### src/rtl/branch_chkpt_ctrl.sv
// Branch checkpoint controller: 4 checkpoint slots with age matrix, allocation,
// resolve/free, and mispredict recovery sequencing (IDLE -> RECOVER -> FLUSH -> IDLE).
// Optional build macro CHKPT_SAME_CYCLE_FREE_EN: a slot freed by a correct resolve
// may be re-granted in the same cycle. Default build only grants slots invalid at cycle start.
module branch_chkpt_ctrl (
  input  logic       clk,
  input  logic       reset,
  input  logic       alloc_req,
  input  logic [4:0] alloc_rob_tag,
  output logic       alloc_grant,
  output logic [1:0] alloc_id,
  output logic       full,
  input  logic       resolve_valid,
  input  logic [4:0] resolve_tag,
  input  logic       resolve_mispredict,
  output logic       recover_valid,
  output logic [1:0] recover_id,
  output logic [3:0] squash_mask,
  input  logic       flush_done,
  output logic       stall,
  output logic [2:0] occupancy
);

  typedef enum logic [1:0] {IDLE, RECOVER, FLUSH} state_t;

  state_t     state_q, state_d;
  logic [3:0] valid_q, valid_d;
  logic [4:0] tag_q [4];
  logic [4:0] tag_d [4];
  logic [3:0] younger_q [4];   // younger_q[i][j]: slot i allocated after slot j
  logic [3:0] younger_d [4];
  logic [1:0] rec_id_q, rec_id_d;
  logic [3:0] rec_mask_q, rec_mask_d;

  logic       hit;
  logic [1:0] hit_id;
  logic [3:0] free_oh;
  logic       mis_hit;
  logic [3:0] mis_mask;
  logic [3:0] avail;
  logic [1:0] gnt_id;
  logic       gnt;
  logic [3:0] clr;

  // Resolve tag lookup (tags of live slots are unique; lowest index wins anyway)
  always_comb begin
    hit    = 1'b0;
    hit_id = 2'd0;
    for (int i = 3; i >= 0; i--) begin
      if (resolve_valid && valid_q[i] && (tag_q[i] == resolve_tag)) begin
        hit    = 1'b1;
        hit_id = 2'(i);
      end
    end
  end

  // Free/squash/grant decode: mispredict only acts in IDLE and blocks allocation
  always_comb begin
    free_oh  = (hit && !resolve_mispredict) ? (4'b0001 << hit_id) : 4'b0000;
    mis_hit  = hit && resolve_mispredict && (state_q == IDLE);
    mis_mask = 4'b0000;
    for (int j = 0; j < 4; j++) begin
      mis_mask[j] = (2'(j) == hit_id) || (valid_q[j] && younger_q[j][hit_id]);
    end
`ifdef CHKPT_SAME_CYCLE_FREE_EN
    avail = ~valid_q | free_oh;
`else
    avail = ~valid_q;
`endif
    gnt_id = 2'd0;
    for (int i = 3; i >= 0; i--) begin
      if (avail[i]) gnt_id = 2'(i);
    end
    gnt = alloc_req && !reset && (state_q == IDLE) && !mis_hit && (|avail);
  end

  // Next-state: slot table, age matrix and recovery FSM
  always_comb begin
    state_d    = state_q;
    valid_d    = valid_q;
    tag_d      = tag_q;
    younger_d  = younger_q;
    rec_id_d   = rec_id_q;
    rec_mask_d = rec_mask_q;
    clr        = free_oh | ((state_q == RECOVER) ? rec_mask_q : 4'b0000);

    for (int i = 0; i < 4; i++) begin
      if (clr[i]) begin
        valid_d[i]   = 1'b0;
        younger_d[i] = 4'b0000;
        for (int j = 0; j < 4; j++) younger_d[j][i] = 1'b0;
      end
    end

    // New slot is younger than every slot still live after this cycle's frees
    if (gnt) begin
      younger_d[gnt_id] = valid_d;
      for (int j = 0; j < 4; j++) younger_d[j][gnt_id] = 1'b0;
      valid_d[gnt_id] = 1'b1;
      tag_d[gnt_id]   = alloc_rob_tag;
    end

    case (state_q)
      IDLE: begin
        if (mis_hit) begin
          state_d    = RECOVER;
          rec_id_d   = hit_id;
          rec_mask_d = mis_mask;
        end
      end
      RECOVER: state_d = FLUSH;
      FLUSH:   if (flush_done) state_d = IDLE;
      default: state_d = IDLE;
    endcase
  end

  // State registers with synchronous reset
  always_ff @(posedge clk) begin
    if (reset) begin
      state_q    <= IDLE;
      valid_q    <= 4'b0000;
      rec_id_q   <= 2'd0;
      rec_mask_q <= 4'b0000;
      for (int i = 0; i < 4; i++) begin
        tag_q[i]     <= 5'd0;
        younger_q[i] <= 4'b0000;
      end
    end else begin
      state_q    <= state_d;
      valid_q    <= valid_d;
      rec_id_q   <= rec_id_d;
      rec_mask_q <= rec_mask_d;
      for (int i = 0; i < 4; i++) begin
        tag_q[i]     <= tag_d[i];
        younger_q[i] <= younger_d[i];
      end
    end
  end

  // Outputs: recovery command only visible during RECOVER
  always_comb begin
    alloc_grant   = gnt;
    alloc_id      = gnt ? gnt_id : 2'd0;
    full          = &valid_q;
    recover_valid = (state_q == RECOVER);
    recover_id    = recover_valid ? rec_id_q : 2'd0;
    squash_mask   = recover_valid ? rec_mask_q : 4'b0000;
    stall         = (state_q != IDLE) || full;
    occupancy     = {2'b00, valid_q[0]} + {2'b00, valid_q[1]}
                  + {2'b00, valid_q[2]} + {2'b00, valid_q[3]};
  end

endmodule

### config.mk
export PLATFORM = sky130hd
export DESIGN_NAME = branch_chkpt_ctrl
export DESIGN_NICKNAME = d
export VERILOG_FILES = /design/src/rtl/branch_chkpt_ctrl.sv
export SDC_FILE = /design/constraint.sdc
export NUM_CORES = 1
export LEC_CHECK = 0
export ABC_AREA = 1
export CORE_MARGIN = 3
export CORE_UTILIZATION = 57
export DETAILED_ROUTE_END_ITERATION = 10
export DONT_BUFFER_PORTS = 1
export PLACE_DENSITY_LB_ADDON = 0.12
export SLEW_MARGIN = 20
export SYNTH_ARGS = -nofsm -noshare
export SYNTH_HDL_FRONTEND = slang
export SYNTH_SLANG_ARGS = --single-unit
### constraint.sdc
create_clock -name clk -period 2.11 [get_ports clk]
set_clock_uncertainty 0.2 [all_clocks]
set_input_delay 0.422 -clock clk [delete_from_list [all_inputs] [get_ports clk]]
set_output_delay 0.422 -clock clk [all_outputs]
set_load 0.005 [all_outputs]
==> key figures <==
Layout
  • Post-Layout Inst Area: 3410 um2
  • Diode count: 0
  • Final net count: about 470
  • Fraction of layout cells with a size suffix above 1: between 20 and 30%
  • Area Growth Syn to Fin: 29.0%

Clocking
  • Root Buffer: clkbuf_8
  • TritonCTS clock tree: yes
  • CTS buffer count: 5
  • Clock Sinks: 44
  • Clock Path Buffers: 2
  • H-tree Lvls: 2
  • Later-pin clock latency in the skew report: between 0.3 and 0.4 ns
  • Clock Pin Slew Worst Setup and Hold Paths: around 0.090 ns

Detailed routing
  • Via count: between 2k and 3k
  • Initial DRC count: 335
  • Routed len/inst: around 17 um
  • TritonRoute pass-1 iters: 5
  • Via-to-Cell Ratio: ~5.7
  • Wirelength, routed: 8420 um
  • Post-route ant nets: 0
  • Residual DRC count: 0

Global route
  • Pin count of the biggest net entering global routing: 34
  • Initial antenna violation count: 0
  • Global-route wire length before repair: 11500 um
  • GRT Overall Usage: between 20% and 30%
  • Congestion Overflow GR: 0
  • Number of global-route vias before repair: 2348

Timing
  • Period Utilization, post-route: 111%
  • Min Tclk post-route: between 2 and 2.5 ns
  • Worst slew margin: between 70% and 80%
  • Highest clock rate: 429 MHz
  • Final Hold Fails: 0
  • Worst Max-Slew Pin Slew: ~0.42 ns
  • Setup WS post-layout: -0.222 ns
  • Pins Over Slew Limit: 0
  • Unrepaired setup endpoints after global routing: yes
  • Final setup viols: 11

Die
  • DIE AREA: roughly 5500 um2
  • Area of the core: 4410 um2
  • Site Rows: 24
  • # IOs: 31
  • Die W: approximately 74 um
  • Die height: 74.1 um
  • Initial core utilization: between 50% and 60%

Worst setup path
  • Crit path launch: valid_q[0]$_SDFF_PP0_
  • Crit-path max cell delay: between 0.5 and 0.6 ns
  • Crit-path max FO: 2
  • Worst setup SP type: flop
  • Worst r2r src: valid_q[3]$_SDFF_PP0_
  • CP Data Required Time: about 1.5 ns
  • CP Capture Type: output pin
  • Setup CP Type: flop to output pin
  • Worst-path cell chain: inv_2 -> fa_1 -> inv_2 -> ha_4 -> ha_4
  • Slowest cell on crit path: fa_1
  • Arrival @ worst endpoint: approximately 1.7 ns

Outcome
  • Run status: finished, violations left
  • Violated checks: negative setup slack

Synthesis
  • Synth warn: 0
  • Seq/Total Area, Yosys: roughly 33%
  • Avg Inst Size Synth: about 6.5 um2
  • Cell Area, Synth: about 2600 um2
  • Synth Register Bits: 44
  • Cell variety after synth: 30
  • Mapped Nets: between 400 and 500
  • Synthesized instance count: around 410

Power and ir drop
  • Tot Pwr: roughly 1.7 mW
  • Pleak: roughly 1.5 nW
  • Pwr dens: 507 nW/um2
  • Worst vdd ir: around 0.00045 V

Placed design
  • DP HPWL: around 5300 um
  • Port Buffers: 0
  • GP Congestion: ~0.93
  • Placed instance area: 2810 um2
  • Place WS: ~0.0044 ns

Flow run
  • Max-Cap Viols: 0

Min path
  • Hold path start: alloc_rob_tag[0]
  • Worst hold path type: primary input to flop
-- metal layers --
layer,global-route usage (%),vias up,part of all wire (%)
met5,0,-,0
li1,-,1377,-
met2,41.7,167,46
met1,38.6,1340,41
met3,5.95,29,10
met4,6.84,0,3.0
-- logic make-up (layout without fill, tap and decap cells) --
logic type      Yosys count  count (layout)  synth area share [%]
buf+inv                  77             121                  12.2
flops                    44              44                  33.3
compound gates           73              73                  14.8
simple gates            211             213                  37.5
fa+ha+maj                 4               4                  2.18
-- final timing paths --
path                                   end  slack [ns]  depth (start not counted)
setup / recovery              occupancy[1]       -0.22                          5
hold reg to reg   rec_id_q[1]$_SDFFE_PP0P_        0.27                          2
setup reg to reg   younger_q[1]$_SDFF_PP0_       -0.18                         13
hold / removal       tag_q[5]$_SDFFE_PP0P_        0.05                          2
-- power breakdown --
part | switching (mW) | internal (mW) | total [mW] | leakage, nW
clock network | 0.308 | 0.351 | 0.659 | 0.0541
logic | 0.128 | 0.0863 | 0.214 | 1.07
registers | 0.00981 | 0.845 | 0.855 | 0.358
total | 0.446 | 1.28 | 1.73 | 1.48
-- placed cells by master, fill, tap and decap left out, types with 8 or more instances in the layout --
cell,n
nand3_1,11
nand3_2,8
buf_4,34
a21oi_1,37
nand2_1,103
nor2_2,15
dfxtp_1,40
o21ai_0,12
o21ai_1,17
nor2_1,36
inv_2,14
inv_1,52
nand2_2,15
-- through the flow --
stage	util (%)	hold slack (ns)	setup TNS (ns)	cells
final	77.2	0.0535	-1.30	507
after global routing	77.2	0.0440	-2.74	507
after CTS	69.1	0.0425	-1.13	488
after detailed placement	63.7	0.254	0	471
after global placement	63.7	0.249	-0.0248	471
after floorplan	-	0.230	0	409
-- state kept, by name (all words and copies together), names as in the netlist --
signal / cells
rec_id_q: 2
rec_mask_q: 4
state_q: 2
tag_q: 20
valid_q: 4
younger_q: 12
-- worst max-delay path: cells and delay by family (launching register included) --
kind	cells	cell delay, ns
buffers and inverters	2	0.10
adders and majority gates	3	0.96
DFF	1	0.35
-- area by class of cell --
type	count	area, um2
Multi-Input combinational cell	290	1680
Fill cell	316	1010
Sequential cell	44	888
Timing Repair Buffer	45	404
Inverter	68	258
Clock buffer	5	68.8
Tap cell	52	65.1
Clock inverter	3	42.5
-- cells in the mapped netlist --
cell / instances / area share, %
nand3_4: 3 / 2.0
nand2_4: 1 / 0.43
nand3b_1: 3 / 0.85
nand2_2: 4 / 0.95
nand2_8: 2 / 1.5
nor2_1: 51 / 7.2
inv_1: 58 / 8.2
buf_4: 1 / 0.28
o21ai_1: 11 / 2.1
ha_1: 3 / 1.4
a21oi_4: 1 / 0.62
nand4_2: 1 / 0.47
a21boi_1: 1 / 0.28
buf_6: 4 / 1.7
nand2_1: 115 / 16
o21ai_0: 19 / 3.6
a21boi_0: 1 / 0.28
nand3_1: 17 / 3.2
dfxtp_1: 44 / 33
fa_1: 1 / 0.76
a211oi_2: 1 / 0.47
nand4_4: 1 / 0.81
clkinv_1: 1 / 0.14
nor2_2: 5 / 1.2
a21oi_1: 38 / 7.2
nand3_2: 4 / 1.5
nand4_1: 4 / 0.95
inv_2: 9 / 1.3
a31oi_1: 1 / 0.24
clkbuf_1: 4 / 0.57
-- what timing repair did --
item,CTS,global route
hold buffers,1,0
gates resized for setup,18,60
pin swaps,4,22
endpoints found under the setup margin,6,45
buffers inserted,8,17
gates cloned,0,2
hold endpoints to repair,9,0
(Power assumes the default switching activity.)
